## src/rtl/timing_adapter_param_if.sv

```systemverilog
`timescale 1ns/1ps
// -----------------------------------------------------------------------------
// timing_adapter_param_if
// Avalon-ST bundle for the timing adapter: the source side (in_*) and the
// sink side (out_*) travel together so the adapter has a single bus port.
//
// Handshake semantics:
//   Source side: the adapter drives in_ready; a beat is offered whenever
//   in_valid is high. A well-behaved source only raises in_valid in a cycle
//   where in_ready was high IN_READY_LATENCY cycles earlier.
//   Sink side, latency 0: a beat transfers in every cycle where out_valid and
//   out_ready are both high. Latency L > 0: out_valid may only rise L cycles
//   after out_ready was high, and every out_valid beat is a transfer.
//
// Modports:
//   slave  - the adapter (drives in_ready and all out_* except out_ready)
//   master - the environment (drives in_* and out_ready)
// -----------------------------------------------------------------------------
interface timing_adapter_param_if #(
   parameter int DATA_WIDTH  = 32,
   parameter int EMPTY_WIDTH = 2,
   parameter int ERROR_WIDTH = 1
);
   logic                   in_ready;
   logic                   in_valid;
   logic [DATA_WIDTH-1:0]  in_data;
   logic                   in_startofpacket;
   logic                   in_endofpacket;
   logic [EMPTY_WIDTH-1:0] in_empty;
   logic [ERROR_WIDTH-1:0] in_error;

   logic                   out_ready;
   logic                   out_valid;
   logic [DATA_WIDTH-1:0]  out_data;
   logic                   out_startofpacket;
   logic                   out_endofpacket;
   logic [EMPTY_WIDTH-1:0] out_empty;
   logic [ERROR_WIDTH-1:0] out_error;

   modport slave (
      output in_ready,
      input  in_valid, in_data, in_startofpacket, in_endofpacket, in_empty, in_error,
      input  out_ready,
      output out_valid, out_data, out_startofpacket, out_endofpacket, out_empty, out_error
   );

   modport master (
      input  in_ready,
      output in_valid, in_data, in_startofpacket, in_endofpacket, in_empty, in_error,
      output out_ready,
      input  out_valid, out_data, out_startofpacket, out_endofpacket, out_empty, out_error
   );
endinterface

```

## src/rtl/timing_adapter_param.sv

```systemverilog
`timescale 1ns/1ps
// -----------------------------------------------------------------------------
// timing_adapter_param
// Avalon-ST timing adapter: accepts beats from a source with ready latency
// IN_READY_LATENCY and presents them to a sink with ready latency
// OUT_READY_LATENCY through a show-ahead FIFO of DEPTH entries.
//
// Ports:
//   clk          - clock, rising edge
//   reset_n      - asynchronous active-low reset
//   bus          - timing_adapter_param_if.slave (in_* source side, out_* sink side)
//   fill_level   - registered FIFO occupancy, 0..DEPTH
//   overflow     - sticky: a beat was dropped because the FIFO was full
//   protocol_err - sticky: in_valid seen in a cycle without a ready grant
// -----------------------------------------------------------------------------
module timing_adapter_param #(
   parameter int DATA_WIDTH        = 32,
   parameter int EMPTY_WIDTH       = 2,
   parameter int ERROR_WIDTH       = 1,
   parameter int IN_READY_LATENCY  = 3,
   parameter int OUT_READY_LATENCY = 0,
   parameter int DEPTH             = 8,
   parameter int FILL_WIDTH        = 4
) (
   input  logic                  clk,
   input  logic                  reset_n,
   timing_adapter_param_if.slave bus,
   output logic [FILL_WIDTH-1:0] fill_level,
   output logic                  overflow,
   output logic                  protocol_err
);

   localparam int WORD_WIDTH = DATA_WIDTH + 2 + EMPTY_WIDTH + ERROR_WIDTH;
   localparam int PTR_WIDTH  = (DEPTH > 1) ? $clog2(DEPTH) : 1;

   localparam logic [PTR_WIDTH-1:0]  LAST_PTR    = PTR_WIDTH'(DEPTH - 1);
   localparam logic [FILL_WIDTH-1:0] FULL_LEVEL  = FILL_WIDTH'(DEPTH);
   // Leaves room for every beat the source may still send inside its
   // latency window after in_ready is seen high.
   localparam logic [FILL_WIDTH-1:0] READY_LIMIT = FILL_WIDTH'(DEPTH - 1 - IN_READY_LATENCY);

   // Elaboration-time parameter sanity checks
   if (DEPTH < IN_READY_LATENCY + 1) begin : g_bad_depth
      $error("timing_adapter_param: DEPTH must be >= IN_READY_LATENCY+1");
   end
   if (DEPTH >= (1 << FILL_WIDTH)) begin : g_bad_fill_width
      $error("timing_adapter_param: FILL_WIDTH too narrow to hold DEPTH");
   end
   if (IN_READY_LATENCY < 0 || IN_READY_LATENCY > 7 ||
       OUT_READY_LATENCY < 0 || OUT_READY_LATENCY > 7) begin : g_bad_latency
      $error("timing_adapter_param: ready latencies must be 0..7");
   end

   logic [WORD_WIDTH-1:0] mem [0:DEPTH-1];
   logic [PTR_WIDTH-1:0]  wr_ptr;
   logic [PTR_WIDTH-1:0]  rd_ptr;
   logic [WORD_WIDTH-1:0] in_word;
   logic [WORD_WIDTH-1:0] head_word;
   logic                  grant;
   logic                  full;
   logic                  not_empty;
   logic                  push;
   logic                  pop;
   logic                  drop;

   function automatic logic [PTR_WIDTH-1:0] next_ptr(input logic [PTR_WIDTH-1:0] p);
      // Explicit wrap so DEPTH need not be a power of two
      return (p == LAST_PTR) ? '0 : p + PTR_WIDTH'(1);
   endfunction

   assign in_word = {bus.in_data, bus.in_startofpacket, bus.in_endofpacket,
                     bus.in_empty, bus.in_error};

   assign full      = (fill_level == FULL_LEVEL);
   assign not_empty = (fill_level != '0);

   assign bus.in_ready = (fill_level <= READY_LIMIT);

   // ---------------------------------------------------------------------
   // Grant: in_ready as the source saw it IN_READY_LATENCY cycles ago
   // ---------------------------------------------------------------------
   if (IN_READY_LATENCY == 0) begin : g_grant_comb
      assign grant = bus.in_ready;
   end else begin : g_grant_dly
      logic [IN_READY_LATENCY-1:0] ready_dly;
      always_ff @(posedge clk or negedge reset_n) begin
         if (!reset_n) begin
            ready_dly <= '0;
         end else begin
            ready_dly[0] <= bus.in_ready;
            for (int i = 1; i < IN_READY_LATENCY; i++) begin
               ready_dly[i] <= ready_dly[i-1];
            end
         end
      end
      assign grant = ready_dly[IN_READY_LATENCY-1];
   end

   // ---------------------------------------------------------------------
   // Sink side: with a non-zero latency the sink has committed to accept
   // whatever is presented, so every out_valid beat is a pop.
   // ---------------------------------------------------------------------
   if (OUT_READY_LATENCY == 0) begin : g_out_comb
      assign bus.out_valid = not_empty;
      assign pop           = not_empty && bus.out_ready;
   end else begin : g_out_dly
      logic [OUT_READY_LATENCY-1:0] rd_dly;
      always_ff @(posedge clk or negedge reset_n) begin
         if (!reset_n) begin
            rd_dly <= '0;
         end else begin
            rd_dly[0] <= bus.out_ready;
            for (int i = 1; i < OUT_READY_LATENCY; i++) begin
               rd_dly[i] <= rd_dly[i-1];
            end
         end
      end
      assign bus.out_valid = rd_dly[OUT_READY_LATENCY-1] && not_empty;
      assign pop           = bus.out_valid;
   end

   // A pop in the same cycle frees the head slot, so a full FIFO can still
   // take a beat then.
   assign push = bus.in_valid && (!full || pop);
   assign drop = bus.in_valid && full && !pop;

   // Show-ahead: head entry is always on the output
   assign head_word = mem[rd_ptr];
   assign {bus.out_data, bus.out_startofpacket, bus.out_endofpacket,
           bus.out_empty, bus.out_error} = head_word;

   // Storage carries no reset; it is only observed while fill_level != 0
   always_ff @(posedge clk) begin
      if (push) begin
         mem[wr_ptr] <= in_word;
      end
   end

   always_ff @(posedge clk or negedge reset_n) begin
      if (!reset_n) begin
         wr_ptr       <= '0;
         rd_ptr       <= '0;
         fill_level   <= '0;
         overflow     <= 1'b0;
         protocol_err <= 1'b0;
      end else begin
         if (push) begin
            wr_ptr <= next_ptr(wr_ptr);
         end
         if (pop) begin
            rd_ptr <= next_ptr(rd_ptr);
         end
         case ({push, pop})
            2'b10:   fill_level <= fill_level + FILL_WIDTH'(1);
            2'b01:   fill_level <= fill_level - FILL_WIDTH'(1);
            default: fill_level <= fill_level;
         endcase
         if (drop) begin
            overflow <= 1'b1;
         end
         if (bus.in_valid && !grant) begin
            protocol_err <= 1'b1;
         end
      end
   end

endmodule

```

## src/flat_wrapper.sv

```systemverilog
// flat-port wrapper written by rule: the top's interface ports become plain ports
module timing_adapter_param_flat 
#(
   parameter int DATA_WIDTH        = 32,
   parameter int EMPTY_WIDTH       = 2,
   parameter int ERROR_WIDTH       = 1,
   parameter int IN_READY_LATENCY  = 3,
   parameter int OUT_READY_LATENCY = 0,
   parameter int DEPTH             = 8,
   parameter int FILL_WIDTH        = 4
)
  (clk, reset_n, fill_level, overflow, protocol_err, bus_in_ready, bus_in_valid, bus_in_data, bus_in_startofpacket, bus_in_endofpacket, bus_in_empty, bus_in_error, bus_out_ready, bus_out_valid, bus_out_data, bus_out_startofpacket, bus_out_endofpacket, bus_out_empty, bus_out_error);
  timing_adapter_param_if #(.DATA_WIDTH(DATA_WIDTH), .EMPTY_WIDTH(EMPTY_WIDTH), .ERROR_WIDTH(ERROR_WIDTH)) bus_i ();
  input  logic clk;
  input  logic reset_n;
  output logic [FILL_WIDTH-1:0] fill_level;
  output logic overflow;
  output logic protocol_err;
  output wire logic [$bits(bus_i.in_ready)-1:0] bus_in_ready;
  input wire logic [$bits(bus_i.in_valid)-1:0] bus_in_valid;
  input wire logic [$bits(bus_i.in_data)-1:0] bus_in_data;
  input wire logic [$bits(bus_i.in_startofpacket)-1:0] bus_in_startofpacket;
  input wire logic [$bits(bus_i.in_endofpacket)-1:0] bus_in_endofpacket;
  input wire logic [$bits(bus_i.in_empty)-1:0] bus_in_empty;
  input wire logic [$bits(bus_i.in_error)-1:0] bus_in_error;
  input wire logic [$bits(bus_i.out_ready)-1:0] bus_out_ready;
  output wire logic [$bits(bus_i.out_valid)-1:0] bus_out_valid;
  output wire logic [$bits(bus_i.out_data)-1:0] bus_out_data;
  output wire logic [$bits(bus_i.out_startofpacket)-1:0] bus_out_startofpacket;
  output wire logic [$bits(bus_i.out_endofpacket)-1:0] bus_out_endofpacket;
  output wire logic [$bits(bus_i.out_empty)-1:0] bus_out_empty;
  output wire logic [$bits(bus_i.out_error)-1:0] bus_out_error;
  assign bus_in_ready = bus_i.in_ready;
  assign bus_i.in_valid = bus_in_valid;
  assign bus_i.in_data = bus_in_data;
  assign bus_i.in_startofpacket = bus_in_startofpacket;
  assign bus_i.in_endofpacket = bus_in_endofpacket;
  assign bus_i.in_empty = bus_in_empty;
  assign bus_i.in_error = bus_in_error;
  assign bus_i.out_ready = bus_out_ready;
  assign bus_out_valid = bus_i.out_valid;
  assign bus_out_data = bus_i.out_data;
  assign bus_out_startofpacket = bus_i.out_startofpacket;
  assign bus_out_endofpacket = bus_i.out_endofpacket;
  assign bus_out_empty = bus_i.out_empty;
  assign bus_out_error = bus_i.out_error;
  timing_adapter_param #(.DATA_WIDTH(DATA_WIDTH), .EMPTY_WIDTH(EMPTY_WIDTH), .ERROR_WIDTH(ERROR_WIDTH), .IN_READY_LATENCY(IN_READY_LATENCY), .OUT_READY_LATENCY(OUT_READY_LATENCY), .DEPTH(DEPTH), .FILL_WIDTH(FILL_WIDTH)) u_core (.clk(clk), .reset_n(reset_n), .bus(bus_i), .fill_level(fill_level), .overflow(overflow), .protocol_err(protocol_err));
endmodule
```

## config.mk

```make
export PLATFORM = sky130hd
export DESIGN_NAME = timing_adapter_param_flat
export DESIGN_NICKNAME = d
export VERILOG_FILES = /design/src/rtl/timing_adapter_param_if.sv /design/src/rtl/timing_adapter_param.sv /design/src/flat_wrapper.sv
export SDC_FILE = /design/constraint.sdc
export NUM_CORES = 1
export LEC_CHECK = 0
export ABC_AREA = 0
export BUFFER_PORTS_ARGS = -buffer_cell sky130_fd_sc_hd__buf_2
export CORE_MARGIN = 5
export CORE_UTILIZATION = 54
export CTS_CLUSTER_DIAMETER = 120
export DETAILED_ROUTE_END_ITERATION = 8
export GPL_TIMING_DRIVEN = 0
export PLACE_DENSITY = 0.82
export SLEW_MARGIN = 10
export SYNTH_ARGS = -nofsm -noshare
export SYNTH_HDL_FRONTEND = slang
export SYNTH_SLANG_ARGS = --single-unit
```

## constraint.sdc

```tcl
create_clock -name clk -period 4.7 [get_ports clk]
set_clock_uncertainty 0.05 [all_clocks]
set_input_delay 1.41 -clock clk [delete_from_list [all_inputs] [get_ports clk]]
set_output_delay 1.41 -clock clk [all_outputs]
set_load 0.05 [all_outputs]
```

==> impl_metrics.toml <==
[run_status]
status = "finished, final reports clean"

[placement]
dp_hpwl_um = 15000
gp_congestion = 0.756
io_buffer_count = 85

[hold_path]
hold_start = "u_core.g_grant_dly.ready_dly[0]$_DFF_PN0_"
hold_path_class = "flip-flop to flip-flop"

[clock_network]
path_clk_slew_ns = 0.06
numCtsBuffers = 29
ctsHoldBuffers = 0
post_cts_buffers = 0
cts_root_buf = "clkbuf_16"
tritoncts = "yes"
htree_levels = 1
cts_resized = 0
clk_latency_ns = 0.54
cts_sinks = 311
clock_tree.buffer_depth = 3

[power]
vdd_drop_max_v = 0.000541
clkPwrFrac_pct = 24.2
switchingPower_w = 0.00349
power.density_nw_per_um2 = 699
p_comb_share_pct = 39.3
swShare_pct = 35.0
p_int_w = 0.00649
p_total_w = 0.00998
leakage_nw = 4.96
power_frac_seq_pct = 36.4

[drt]
drt_iter0_drc = 446
wl_um = 23800
dr.pass1.iters = 5
drc_errors = 0
via_per_inst = 5.88
vias = 5554
wire_per_inst_um = 25.3
drtAntennaViolNets = 0

[synth]
syn_area_um2 = 12100
yosysSeqAreaShare_pct = 76.4
yosysMostFrequentCell = "edfxtp_1"
yosys.area.top_type = "edfxtp_1"
synth_edf_count = 296
netlist_instances = 500
yosys-top-cells-count = "edfxtp_1, mux4_2, mux2_4"
yosysTopAreaCellShare_pct = 73.3
ys_warn_count = 0
yosys_register_bits = 311
postSynthAreaPerCell_um2 = 24.3
ys_types = 35
async_flop_share_pct = 4.82
synth_flop_cell = "edfxtp_1"
synth_area_leaders = "edfxtp_1, mux4_2, mux2_4"
synth_nets = 548

[floorplanning]
num_rows = 54
initial_core_util_pct = 55.2
fp.dieH_um = 160
die-area_um2 = 25600
core_area_um2 = 22000
die_w_um = 160
ios = 86

[global_routing]
gr-total-overflow = 0
first_global_vias = 6173
grt_first_pass_wirelength_um = 36700
grt_start_max_net_pins = 20
antenna_found_initial = 4
grt.total_usage_pct = 18.9

[job]
maxCapViolCount = 0

[critical_path]
crit_path_start = "u_core.rd_ptr[1]$_DFFE_PN0P_"
cp.arrival_ns = 2.69
cp.required_ns = 3.24
rr_startpoint = "u_core.fill_level[1]$_DFFE_PN0P_"
path_max_fanout = 10
setup.worst_path.start_class = "flip-flop"
worstSetupPathType = "flip-flop to output port"
worstSetupEndpointType = "output port"

[final_layout]
syn_to_final_growth_pct = 17.8
drive_gt1_share_pct = 44.1
utilization_pct = 65.0
nets = 688
n_fill_cell = 1352

[sta]
slew_headroom_pct = 35.8
slew_viol_final = 0
fin_crit_ns = 4.15
max_freq_ghz = 0.241
fin_hold_ws_ns = 0.304
tightest_slew_ns = 0.962
finalSetupViolCount = 0
rsz0062_at_grt = "false"
hold_viol = 0
period_share_pct = 88.3
logic make-up after synthesis:
family | Yosys count | synth area share [%]
muxes | 115 | 18.9
AOI/OAI and AO/OA | 11 | 0.702
buffers and inverters | 25 | 1.69
xor gates and xnor gates | 6 | 0.433
and+or+nand+nor | 25 | 1.13
adders and majority gates | 7 | 0.722
DFF | 311 | 76.4
power by group through the flow:
stage / Combinational [W] / Clock, W / Sequential [W]
after global placement: 0.00377 / 0 / 0.00369
after detailed placement: 0.00397 / 0 / 0.00369
final: 0.00392 / 0.00242 / 0.00364
after floorplan: 0.00296 / 0 / 0.00373
after global routing: 0.00414 / 0.00259 / 0.00367
after CTS: 0.00399 / 0.00246 / 0.00364
cell usage in the layout (no fill, tap or decap), types with 4 or more instances in the layout:
master	netlist	final
a21o_1	4	4
buf_12	5	6
buf_2	9	94
buf_4	0	8
buf_6	1	9
buf_8	0	4
bufinv_16	0	6
clkbuf_1	4	4
clkbuf_16	0	29
clkinv_1	0	4
clkinv_2	0	12
dfrtp_1	15	15
edfxtp_1	296	296
ha_1	7	7
mux2_2	4	4
mux2_4	36	36
mux4_1	9	9
mux4_2	65	65
nand2b_1	4	4
xor2_1	5	5
worst paths after layout:
kind                       cells past startpoint                                         to  slack [ns]
setup / recovery                               5                           bus_out_data[30]        0.55
hold / removal                                 0  u_core.g_grant_dly.ready_dly[1]$_DFF_PN0_        0.30
setup reg to reg                              12           u_core.fill_level[2]$_DFFE_PN0P_        1.82
hold reg to reg                                0  u_core.g_grant_dly.ready_dly[1]$_DFF_PN0_        0.30
max in group asynchronous                      1           u_core.fill_level[0]$_DFFE_PN0P_        3.59
min in group asynchronous                      1               u_core.wr_ptr[1]$_DFFE_PN0P_        0.73
metrics by stage:
stage	setup TNS (ns)	std cells	setup slack (ns)	area [um2]
5_1_grt	0	944	0.439	14300
6_report	0	944	0.550	14300
4_1_cts	0	942	0.500	14300
2_1_floorplan	-13.13	500	-0.118	12100
3_5_place_dp	0	889	1.07	13300
3_3_place_gp	-453.92	865	-2.71	12900
registers in the layout, indices dropped and copies added, names as in the netlist:
signal and flops:
u_core.rd_ptr 3, u_core.mem 296, u_core.g_grant_dly.ready_dly 3, u_core.overflow 1, u_core.fill_level 4, u_core.protocol_err 1
u_core.wr_ptr 3
area by class of cell:
class                   instances  area, um2  share of cell area (%)
well taps                     280        350                    2.45
flip-flops and latches        311       9260                    64.9
multi-input cells             164       2720                    19.1
clock buffers                  29        726                    5.08
clock inverters                24        272                    1.90
plain buffers                  23        198                    1.38
diodes                          2       5.00                  0.0350
repair buffers                109        738                    5.17
inverters                       2       7.51                  0.0526
metal layers:
layer / vias to the layer above / track usage [%] / part of all wire (%)
li1: 2399 / - / -
met3: 41 / 3.35 / 6.0
met4: 4 / 4.26 / 1.9
met5: - / 0 / 0.059
met2: 183 / 32.9 / 53
met1: 2927 / 25.3 / 39
worst max-delay path, cell delays in order (launching register included):
cell and delay (ns):
dfrtp_1 0.39, buf_2 0.26, buf_1 0.57, mux4_2 0.41, mux2_2 0.30, buf_2 0.22
Note: power is estimated with default switching activity, not from simulation.
